--- config.mk ---
export PLATFORM = sky130hd
export DESIGN_NAME = acl_sched_flat
export DESIGN_NICKNAME = d
export VERILOG_FILES = /design/src/rtl/acl_sched_if.sv /design/src/rtl/acl_sched.sv /design/src/flat_wrapper.sv
export SDC_FILE = /design/constraint.sdc
export NUM_CORES = 1
export LEC_CHECK = 0
export CAP_MARGIN = 5
export CORE_ASPECT_RATIO = 0.75
export CORE_MARGIN = 2
export CORE_UTILIZATION = 30
export CTS_CLUSTER_DIAMETER = 200
export DETAILED_ROUTE_END_ITERATION = 7
export SLEW_MARGIN = 40
export SYNTH_ARGS = -nofsm -noshare
export SYNTH_HDL_FRONTEND = slang
export SYNTH_SLANG_ARGS = --single-unit
--- constraint.sdc ---
create_clock -name clk_8mhz -period 2.5 [get_ports clk_8mhz]
set_input_delay 0.375 -clock clk_8mhz [delete_from_list [all_inputs] [get_ports clk_8mhz]]
set_output_delay 0.375 -clock clk_8mhz [all_outputs]
set_load 0.1 [all_outputs]
--- src/rtl/acl_sched_if.sv ---
// rtl/acl_sched_if.sv - byte-engine handshake and chip-select bundle for acl_sched
interface acl_sched_if;
    logic       spi_req;
    logic [7:0] spi_tx;
    logic       spi_ack;
    logic [7:0] spi_rx;
    logic       csn;

    modport master (
        output spi_req,
        output spi_tx,
        output csn,
        input  spi_ack,
        input  spi_rx
    );

    modport slave (
        input  spi_req,
        input  spi_tx,
        input  csn,
        output spi_ack,
        output spi_rx
    );
endinterface

--- src/rtl/acl_sched.sv ---
// rtl/acl_sched.sv - accelerometer boot/config/poll scheduler over a byte-level SPI engine
// Produces sign-magnitude 5-bit x/y/z samples from periodic burst reads.
module acl_sched #(
    parameter int STARTUP_CYCLES = 40000,
    parameter int POLL_CYCLES    = 80000,
    parameter int SHIFT          = 2
) (
    input  logic               clk_8mhz,
    input  logic               nrst,
    acl_sched_if.master        spi,
    output logic [4:0]         x,
    output logic [4:0]         y,
    output logic [4:0]         z,
    output logic               sample_valid,
    output logic               cfg_done
);

    typedef enum logic [2:0] {BOOT, CFG, GAP, IDLE, RD} state_t;
    typedef enum logic {PH_REQ, PH_ACK} phase_t;

    localparam logic [31:0] BOOT_MAX = 32'(STARTUP_CYCLES);
    localparam logic [31:0] POLL_MAX = 32'(POLL_CYCLES);

    state_t      state_q;
    phase_t      ph_q;
    logic [31:0] boot_cnt_q;
    logic [31:0] poll_cnt_q;
    logic [2:0]  byte_q;
    logic        gap_q;
    logic        rd_seen_q;
    logic        spi_req_q;
    logic [7:0]  spi_tx_q;
    logic        csn_q;
    logic [7:0]  raw_x_q;
    logic [7:0]  raw_y_q;
    logic [4:0]  x_q, y_q, z_q;
    logic        sample_valid_q;
    logic        cfg_done_q;

    logic [7:0]  tx_byte_d;
    logic        last_byte_d;
    logic        poll_expired_d;
    logic [4:0]  x_d, y_d, z_d;

    // |raw| of -128 is 128, which fits an unsigned byte, so saturation still applies.
    function automatic logic [4:0] to_sm(input logic [7:0] raw);
        logic [7:0] mag_full;
        logic [7:0] shifted;
        logic [3:0] mag;
        mag_full = raw[7] ? (~raw + 8'd1) : raw;
        shifted  = mag_full >> SHIFT;
        mag      = (shifted > 8'd15) ? 4'd15 : shifted[3:0];
        return {raw[7] && (mag != 4'd0), mag};
    endfunction

    always_comb begin
        tx_byte_d = 8'h00;
        if (state_q == CFG) begin
            case (byte_q)
                3'd0:    tx_byte_d = 8'h0A;
                3'd1:    tx_byte_d = 8'h2D;
                default: tx_byte_d = 8'h02;
            endcase
        end else begin
            case (byte_q)
                3'd0:    tx_byte_d = 8'h0B;
                3'd1:    tx_byte_d = 8'h08;
                default: tx_byte_d = 8'h00;
            endcase
        end
        last_byte_d    = (state_q == CFG) ? (byte_q == 3'd2) : (byte_q == 3'd4);
        poll_expired_d = (poll_cnt_q >= POLL_MAX);
        x_d            = to_sm(raw_x_q);
        y_d            = to_sm(raw_y_q);
        z_d            = to_sm(spi.spi_rx);
    end

    always_ff @(posedge clk_8mhz or negedge nrst) begin
        if (!nrst) begin
            state_q        <= BOOT;
            ph_q           <= PH_REQ;
            boot_cnt_q     <= 32'd0;
            poll_cnt_q     <= 32'd0;
            byte_q         <= 3'd0;
            gap_q          <= 1'b0;
            rd_seen_q      <= 1'b0;
            spi_req_q      <= 1'b0;
            spi_tx_q       <= 8'h00;
            csn_q          <= 1'b1;
            raw_x_q        <= 8'h00;
            raw_y_q        <= 8'h00;
            x_q            <= 5'd0;
            y_q            <= 5'd0;
            z_q            <= 5'd0;
            sample_valid_q <= 1'b0;
            cfg_done_q     <= 1'b0;
        end else begin
            sample_valid_q <= 1'b0;
            // Poll timer saturates, so an expiry during a long read yields exactly one follow-up read.
            if (state_q != BOOT && poll_cnt_q < POLL_MAX) begin
                poll_cnt_q <= poll_cnt_q + 32'd1;
            end
            case (state_q)
                BOOT: begin
                    if (boot_cnt_q == BOOT_MAX) begin
                        state_q <= CFG;
                        csn_q   <= 1'b0;
                        byte_q  <= 3'd0;
                        ph_q    <= PH_REQ;
                    end else begin
                        boot_cnt_q <= boot_cnt_q + 32'd1;
                    end
                end
                CFG, RD: begin
                    case (ph_q)
                        PH_REQ: begin
                            spi_req_q <= 1'b1;
                            spi_tx_q  <= tx_byte_d;
                            ph_q      <= PH_ACK;
                        end
                        PH_ACK: begin
                            if (spi.spi_ack) begin
                                spi_req_q <= 1'b0;
                                ph_q      <= PH_REQ;
                                if (state_q == RD && byte_q == 3'd2) raw_x_q <= spi.spi_rx;
                                if (state_q == RD && byte_q == 3'd3) raw_y_q <= spi.spi_rx;
                                if (last_byte_d) begin
                                    csn_q   <= 1'b1;
                                    state_q <= GAP;
                                    gap_q   <= 1'b0;
                                    byte_q  <= 3'd0;
                                    if (state_q == CFG) begin
                                        cfg_done_q <= 1'b1;
                                    end else begin
                                        x_q            <= x_d;
                                        y_q            <= y_d;
                                        z_q            <= z_d;
                                        sample_valid_q <= 1'b1;
                                    end
                                end else begin
                                    byte_q <= byte_q + 3'd1;
                                end
                            end
                        end
                        default: ph_q <= PH_REQ;
                    endcase
                end
                GAP: begin
                    if (!gap_q) begin
                        gap_q <= 1'b1;
                    end else begin
                        gap_q <= 1'b0;
                        if (poll_expired_d || !rd_seen_q) begin
                            state_q    <= RD;
                            csn_q      <= 1'b0;
                            ph_q       <= PH_REQ;
                            byte_q     <= 3'd0;
                            poll_cnt_q <= 32'd1;
                            rd_seen_q  <= 1'b1;
                        end else begin
                            state_q <= IDLE;
                        end
                    end
                end
                IDLE: begin
                    if (poll_expired_d) begin
                        state_q    <= RD;
                        csn_q      <= 1'b0;
                        ph_q       <= PH_REQ;
                        byte_q     <= 3'd0;
                        poll_cnt_q <= 32'd1;
                    end
                end
                default: state_q <= BOOT;
            endcase
        end
    end

    assign spi.spi_req  = spi_req_q;
    assign spi.spi_tx   = spi_tx_q;
    assign spi.csn      = csn_q;
    assign x            = x_q;
    assign y            = y_q;
    assign z            = z_q;
    assign sample_valid = sample_valid_q;
    assign cfg_done     = cfg_done_q;

endmodule
--- src/flat_wrapper.sv ---
// flat-port wrapper written by rule: the top's interface ports become plain ports
module acl_sched_flat 
#(
    parameter int STARTUP_CYCLES = 40000,
    parameter int POLL_CYCLES    = 80000,
    parameter int SHIFT          = 2
)
  (clk_8mhz, nrst, x, y, z, sample_valid, cfg_done, spi_spi_req, spi_spi_tx, spi_csn, spi_spi_ack, spi_spi_rx);
  acl_sched_if spi_i ();
  input  logic clk_8mhz;
  input  logic nrst;
  output logic [4:0] x;
  output logic [4:0] y;
  output logic [4:0] z;
  output logic sample_valid;
  output logic cfg_done;
  output wire logic [$bits(spi_i.spi_req)-1:0] spi_spi_req;
  output wire logic [$bits(spi_i.spi_tx)-1:0] spi_spi_tx;
  output wire logic [$bits(spi_i.csn)-1:0] spi_csn;
  input wire logic [$bits(spi_i.spi_ack)-1:0] spi_spi_ack;
  input wire logic [$bits(spi_i.spi_rx)-1:0] spi_spi_rx;
  assign spi_spi_req = spi_i.spi_req;
  assign spi_spi_tx = spi_i.spi_tx;
  assign spi_csn = spi_i.csn;
  assign spi_i.spi_ack = spi_spi_ack;
  assign spi_i.spi_rx = spi_spi_rx;
  acl_sched #(.STARTUP_CYCLES(STARTUP_CYCLES), .POLL_CYCLES(POLL_CYCLES), .SHIFT(SHIFT)) u_core (.clk_8mhz(clk_8mhz), .nrst(nrst), .spi(spi_i), .x(x), .y(y), .z(z), .sample_valid(sample_valid), .cfg_done(cfg_done));
endmodule
* After elaboration in Yosys (flattened, before gate mapping) *
Index checks and enable logic that the tools add are counted.

storage, ports and cells
  flip-flop bits (word level) = 116
  logic and storage cells = 135
  output and inout port bits = 27

cells by class
  reduce and logical (&&, ||, !) cells = 30
  equal/unequal tests = 17
  magnitude comparators = 5
  bitwise operators = 6
  $add $sub $neg = 6
  mux-type cells = 54

operators by type and width
  operator                                                                  count
  32-bit 2-to-1 mux                                                         4
  32-bit by 1-bit adder with 32-bit output (second input constant)          2
  32-bit case mux with 2 select lines                                       1
  3-bit 2-to-1 mux                                                          14
  32-bit by 16-bit == test with 1-bit output (second input constant)        1
  32-bit by 17-bit >= comparator with 1-bit output (second input constant)  1
  32-bit by 17-bit < comparator with 1-bit output (second input constant)   1
  8-bit 2-to-1 mux                                                          4
  8-bit by 1-bit adder with 8-bit output (second input constant)            3
  8-bit NOT                                                                 3
  3-bit case mux with 4 select lines                                        2
  1-bit 2-to-1 mux                                                          19
  6-bit by 4-bit > comparator with 1-bit output (second input constant)     3
  4-bit nonzero test                                                        4
  5-bit AND reduction                                                       3
  3-bit by 2-bit == test with 1-bit output (second input constant)          4
  4-bit 2-to-1 mux                                                          3
  2-bit by 1-bit != test with 1-bit output (second input constant)          6
  6-bit case mux with 2 select lines                                        1
  4-bit AND reduction                                                       3
  1-bit case mux with 4 select lines                                        2
  4-bit case mux with 2 select lines                                        1
  8-bit AND reduction                                                       1
  7-bit AND reduction                                                       1
  16 further kinds                                                          31

* Logic depth before layout (Yosys ltp) *
  depth in word-level cells = 7
  mapped depth = 9
  depth with buffers taken out = 8

* Worst setup path after synthesis *
Ideal clock, no wire load.

  path type = reg-to-reg
  start point = reg u_core.poll_cnt_q[10]
  end point = reg u_core.csn_q, in the netlist u_core.spi.csn
  data required time = 2.415 ns
  stages on the path, launching flop included = 7
  arrival time = 2.196 ns
  setup slack = 0.219 ns
  cells stage by stage = dfrtp_1 > or4_1 > a311o_1 > nor3_1 > a21oi_1 > nand3_1 > mux2_1

on the way
  word-level cells in the longest chain between the ends = 4
  elaborated cells on any way between the ends = 5

ends and longest elaborated chain
  element                                             RTL line          source
  start: declaration                                  acl_sched.sv:27   logic [31:0] poll_cnt_q;
  start signal: assignment                            acl_sched.sv:101  poll_cnt_q <= poll_cnt_q + 32'd1;
  32-bit by 17-bit >= comparator with 1-bit output *  acl_sched.sv:72   poll_expired_d = (poll_cnt_q >= POLL_MAX);
  1-bit logical OR                                    acl_sched.sv:153  if (poll_expired_d || !rd_seen_q) begin
  2-bit by 1-bit != test with 1-bit output (no line)  -
  8-bit AND reduction (no line) *                     -
  end signal: assignment                              acl_sched.sv:89   csn_q <= 1'b1;
  end signal: assignment                              acl_sched.sv:155  csn_q <= 1'b0;
  end signal: assignment                              acl_sched.sv:168  csn_q <= 1'b0;
  end: declaration                                    acl_sched.sv:33   logic csn_q;

Every way passes the cells marked *; elsewhere a longest branch is shown, timed or not.
A chain may end at the register's enable or synchronous reset.

* Worst setup path in the final report *
  start point = reg u_core.poll_cnt_q[10]
  end point = reg u_core.byte_q[2]

on the way
  word-level cells in the longest chain between the ends = 4
  elaborated cells on any way between the ends = 5

ends and longest elaborated chain
  element                                             RTL line          source
  32-bit by 17-bit >= comparator with 1-bit output *  acl_sched.sv:72
  1-bit logical OR                                    acl_sched.sv:153
  2-bit by 1-bit != test with 1-bit output (no line)  -
  7-bit AND reduction (no line) *                     -
  end signal: assignment                              acl_sched.sv:141  byte_q <= byte_q + 3'd1;
  end: declaration                                    acl_sched.sv:28   logic [2:0] byte_q;

Marks and branches as above.

==> results by group <==
STA
  – Endpoints failing setup: 0
  – Setup repair after global routing missed its margin: no
  – Setup TNS: 0 ns
  – Hold Vio Cnt, Final: 0
  – Max-slew violations: 0
  – Setup WS post-layout: 0.155 ns
  – Relative slew slack: 0.598
  – Fmax achieved: roughly 0.43 GHz
  – Final period util: 0.938
  – Slew @ Worst Pin: between 0.6 and 0.7 ns
  – Final Skew: about 0.007 ns
  – Crit path time final: ~2.3 ns

GRT
  – Vias in the first global route: 3744
  – Grt total ovfl: 0
  – Largest net degree at the start of global routing: 45
  – Antenna violations before repair: 0
  – Total GRT Usage: 0.125
  – First-pass GRT wire length: around 19000 µm

Logic synthesis
  – Register area share after synthesis: 0.525
  – Syn. warnings: 0
  – Synth unique cells: between 50 and 60
  – EDFF count, synth: 0
  – Most used DFF post-synth: dfrtp_1
  – #FFs+latches synth: about 110
  – Post-Syn Area: roughly 5300 µm²
  – FFs w/ async S/R, synth: 1.00
  – Post-Synthesis Cells: 517
  – Syn Area/Cell: around 10 µm²

Die
  – Die area: between 15000 and 20000 µm²
  – Chip height: about 120 µm
  – Chip width: between 150 and 200 µm
  – FP Rows: 42
  – Core Area: about 18000 µm²
  – I/O pins: 38
  – Starting Density: 0.305

Worst setup path
  – Reg2Reg Setup Slack: roughly 0.15 ns
  – RR Endpoint: u_core.byte_q[2]
  – Critical path class: flop to flop
  – Crit path max fanout: 4
  – Startpoint types: flop
  – Max incr delay on CP: between 0.5 and 0.6 ns
  – Crit end category: flop
  – Cell Chain, Critical Path: or4_1 -> a311o_1 -> nor2_1 -> nand2_1 -> o211ai_2 -> mux2_2
  – CP Data Arrival Time: between 2 and 3 ns
  – Worst R2R Start: u_core.poll_cnt_q[10]
  – Slowest-stage cell, CP: or4_1
  – Critical path data required time: 2.74 ns
  – R2R cell count: 6

Pwr
  – P_leak: 0.00290 µW
  – PD cells: 541 nW/µm²
  – Peak supply drop: approximately 0.00026 V
  – Final Power: 3360 µW

Routing
  – First-pass DRT Iterations: 4
  – 1st-iter DRT viols: ~300
  – Vias: between 3000 and 4000
  – DRC errors left: 0
  – Final WL: roughly 11000 µm
  – Vias per cell: between 4 and 5
  – Post-DRT Antenna Nets: 0
  – Routed len/inst: between 10 and 15 µm

Placement
  – I/O Buffers: 34
  – GP Congestion: 0.757
  – DP HPWL: 7620 µm
  – Pre-CTS WS: approximately 0.10 ns

Layout
  – Commonest non-fill, non-tap cell in the layout: dfrtp_1
  – Diode count: 0
  – # nets final: about 570
  – Most frequent cells in the layout: dfrtp_1 (111), nand2_1 (59), nor2_1 (37), buf_4 (35), xnor2_1 (31)
  – Layout area overhead: 16.4%
  – Layout cell share with drive strength beyond 1: 0.133

Clock network
  – Worst-Skew Late Latency: ~0.35 ns
  – Worst-path clk slew: 0.07 ns
  – Post-CTS Setup Inserts: 0
  – H-tree depth: 3
  – Root buf cell: clkbuf_16
  – Max Root-Sink Buffers: 2
  – CTS Sinks: 112
  – Hold bufs inserted after CTS: 0
  – CTS tree: done
  – Inserted Clock Buffers: 9

Status
  – Status: finished, final reports clean

Hold path
  – HP Class: input port to asynchronous set/reset pin

Flow run
  – Max_cap viols: 0
registers in the layout, indices dropped and copies added (netlist names), 3 cells and up:
signal / cells
u_core.boot_cnt_q: 32
u_core.state_q: 3
u_core.raw_y_q: 8
u_core.raw_x_q: 8
u_core.poll_cnt_q: 32
u_core.y: 5
u_core.byte_q: 3
u_core.spi.spi_tx: 4
u_core.x: 5
u_core.z: 5
per-stage QoR:
step | utilization | instances | hold slack [ns] | area (µm²)
CTS | 0.354 | 799 | 0.0541 | 6210
global route | 0.354 | 799 | 0.0844 | 6220
global placement | 0.337 | 783 | 0.424 | 5910
finish | 0.354 | 799 | 0.0365 | 6220
floorplan | - | 519 | 0.0794 | 5350
detailed placement | 0.337 | 783 | 0.433 | 5910
cells in the mapped netlist, types with 4 or more instances:
cell type  number  area (µm²)
a2bb2oi_1       4        35.0
nor3_1         10        50.1
nand4_1        21         131
and3_1         18         113
xor2_1         18         158
o211ai_1        4        30.0
nand2_1        59         221
mux2_2         17         191
o31ai_1         5        37.5
mux2i_1         5        50.1
nand3_1        26         130
inv_1           8        30.0
nor2_1         37         139
o21ai_0        26         130
nor2b_1         4        25.0
o311ai_0        5        43.8
ha_1            9         113
clkbuf_1       14        52.6
buf_4           6        45.0
dfrtp_1       111        2780
or3_1           4        25.0
nand2b_1        7        43.8
a21oi_1         8        40.0
nor4_1          6        37.5
and2_1         18         113
xnor2_1        31         272
cells by family after synthesis:
group	after synthesis	synth area share
xor gates and xnor gates	49	0.0803
other	1	0.000702
buffers and inverters	33	0.0295
adders and majority gates	9	0.0211
DFF	112	0.525
and+or+nand+nor	222	0.212
muxes	23	0.0473
AOI/OAI and AO/OA	68	0.0847
worst max-delay path by stage:
stage | endpoint | startpoint | depth (start not counted)
floorplan | u_core.spi.csn | u_core.poll_cnt_q[10] | 6
global placement | u_core.poll_cnt_q[31] | u_core.poll_cnt_q[10] | 6
detailed placement | u_core.poll_cnt_q[23] | u_core.poll_cnt_q[10] | 6
CTS | u_core.poll_cnt_q[23] | u_core.poll_cnt_q[10] | 6
global route | u_core.poll_cnt_q[10] | u_core.poll_cnt_q[10] | 7
finish | u_core.byte_q[2] | u_core.poll_cnt_q[10] | 6
routing by layer:
layer,track usage,vias to the layer above,wire length (µm)
li1,-,1881,-
met1,0.180,1881,5490
met2,0.185,52,4860
met3,0.0289,10,341
met4,0.0422,0,156
met5,0,-,0
timing repair:
action	CTS	global route
resized for setup	0	2
endpoints found under the hold margin	0	0
setup endpoints to repair	0	19
report_power, final:
| group | total (µW) | switching, µW | internal, µW |
|---|---|---|---|
| sequential | 1810 | 0 | 1810 |
| clock | 1460 | 648 | 808 |
| combinational | 96.8 | 73.0 | 23.9 |
| total | 3360 | 721 | 2640 |
worst max-delay path, delay by kind of cell (launching register included):
family | cells | cell delay [ns]
compound gates | 2 | 0.62
flops | 1 | 0.40
mux | 1 | 0.35
simple gates | 3 | 0.87
area by class of cell:
type / instances / area, µm²
timing repair buffer: 46 / 384
sequential: 112 / 2800
inverter: 9 / 33.8
multi-input combinational: 374 / 2400
clock buffer: 12 / 246
tap: 242 / 303
clock inverter: 4 / 53.8
fill: 1748 / 11300
(Power assumes the default switching activity.)
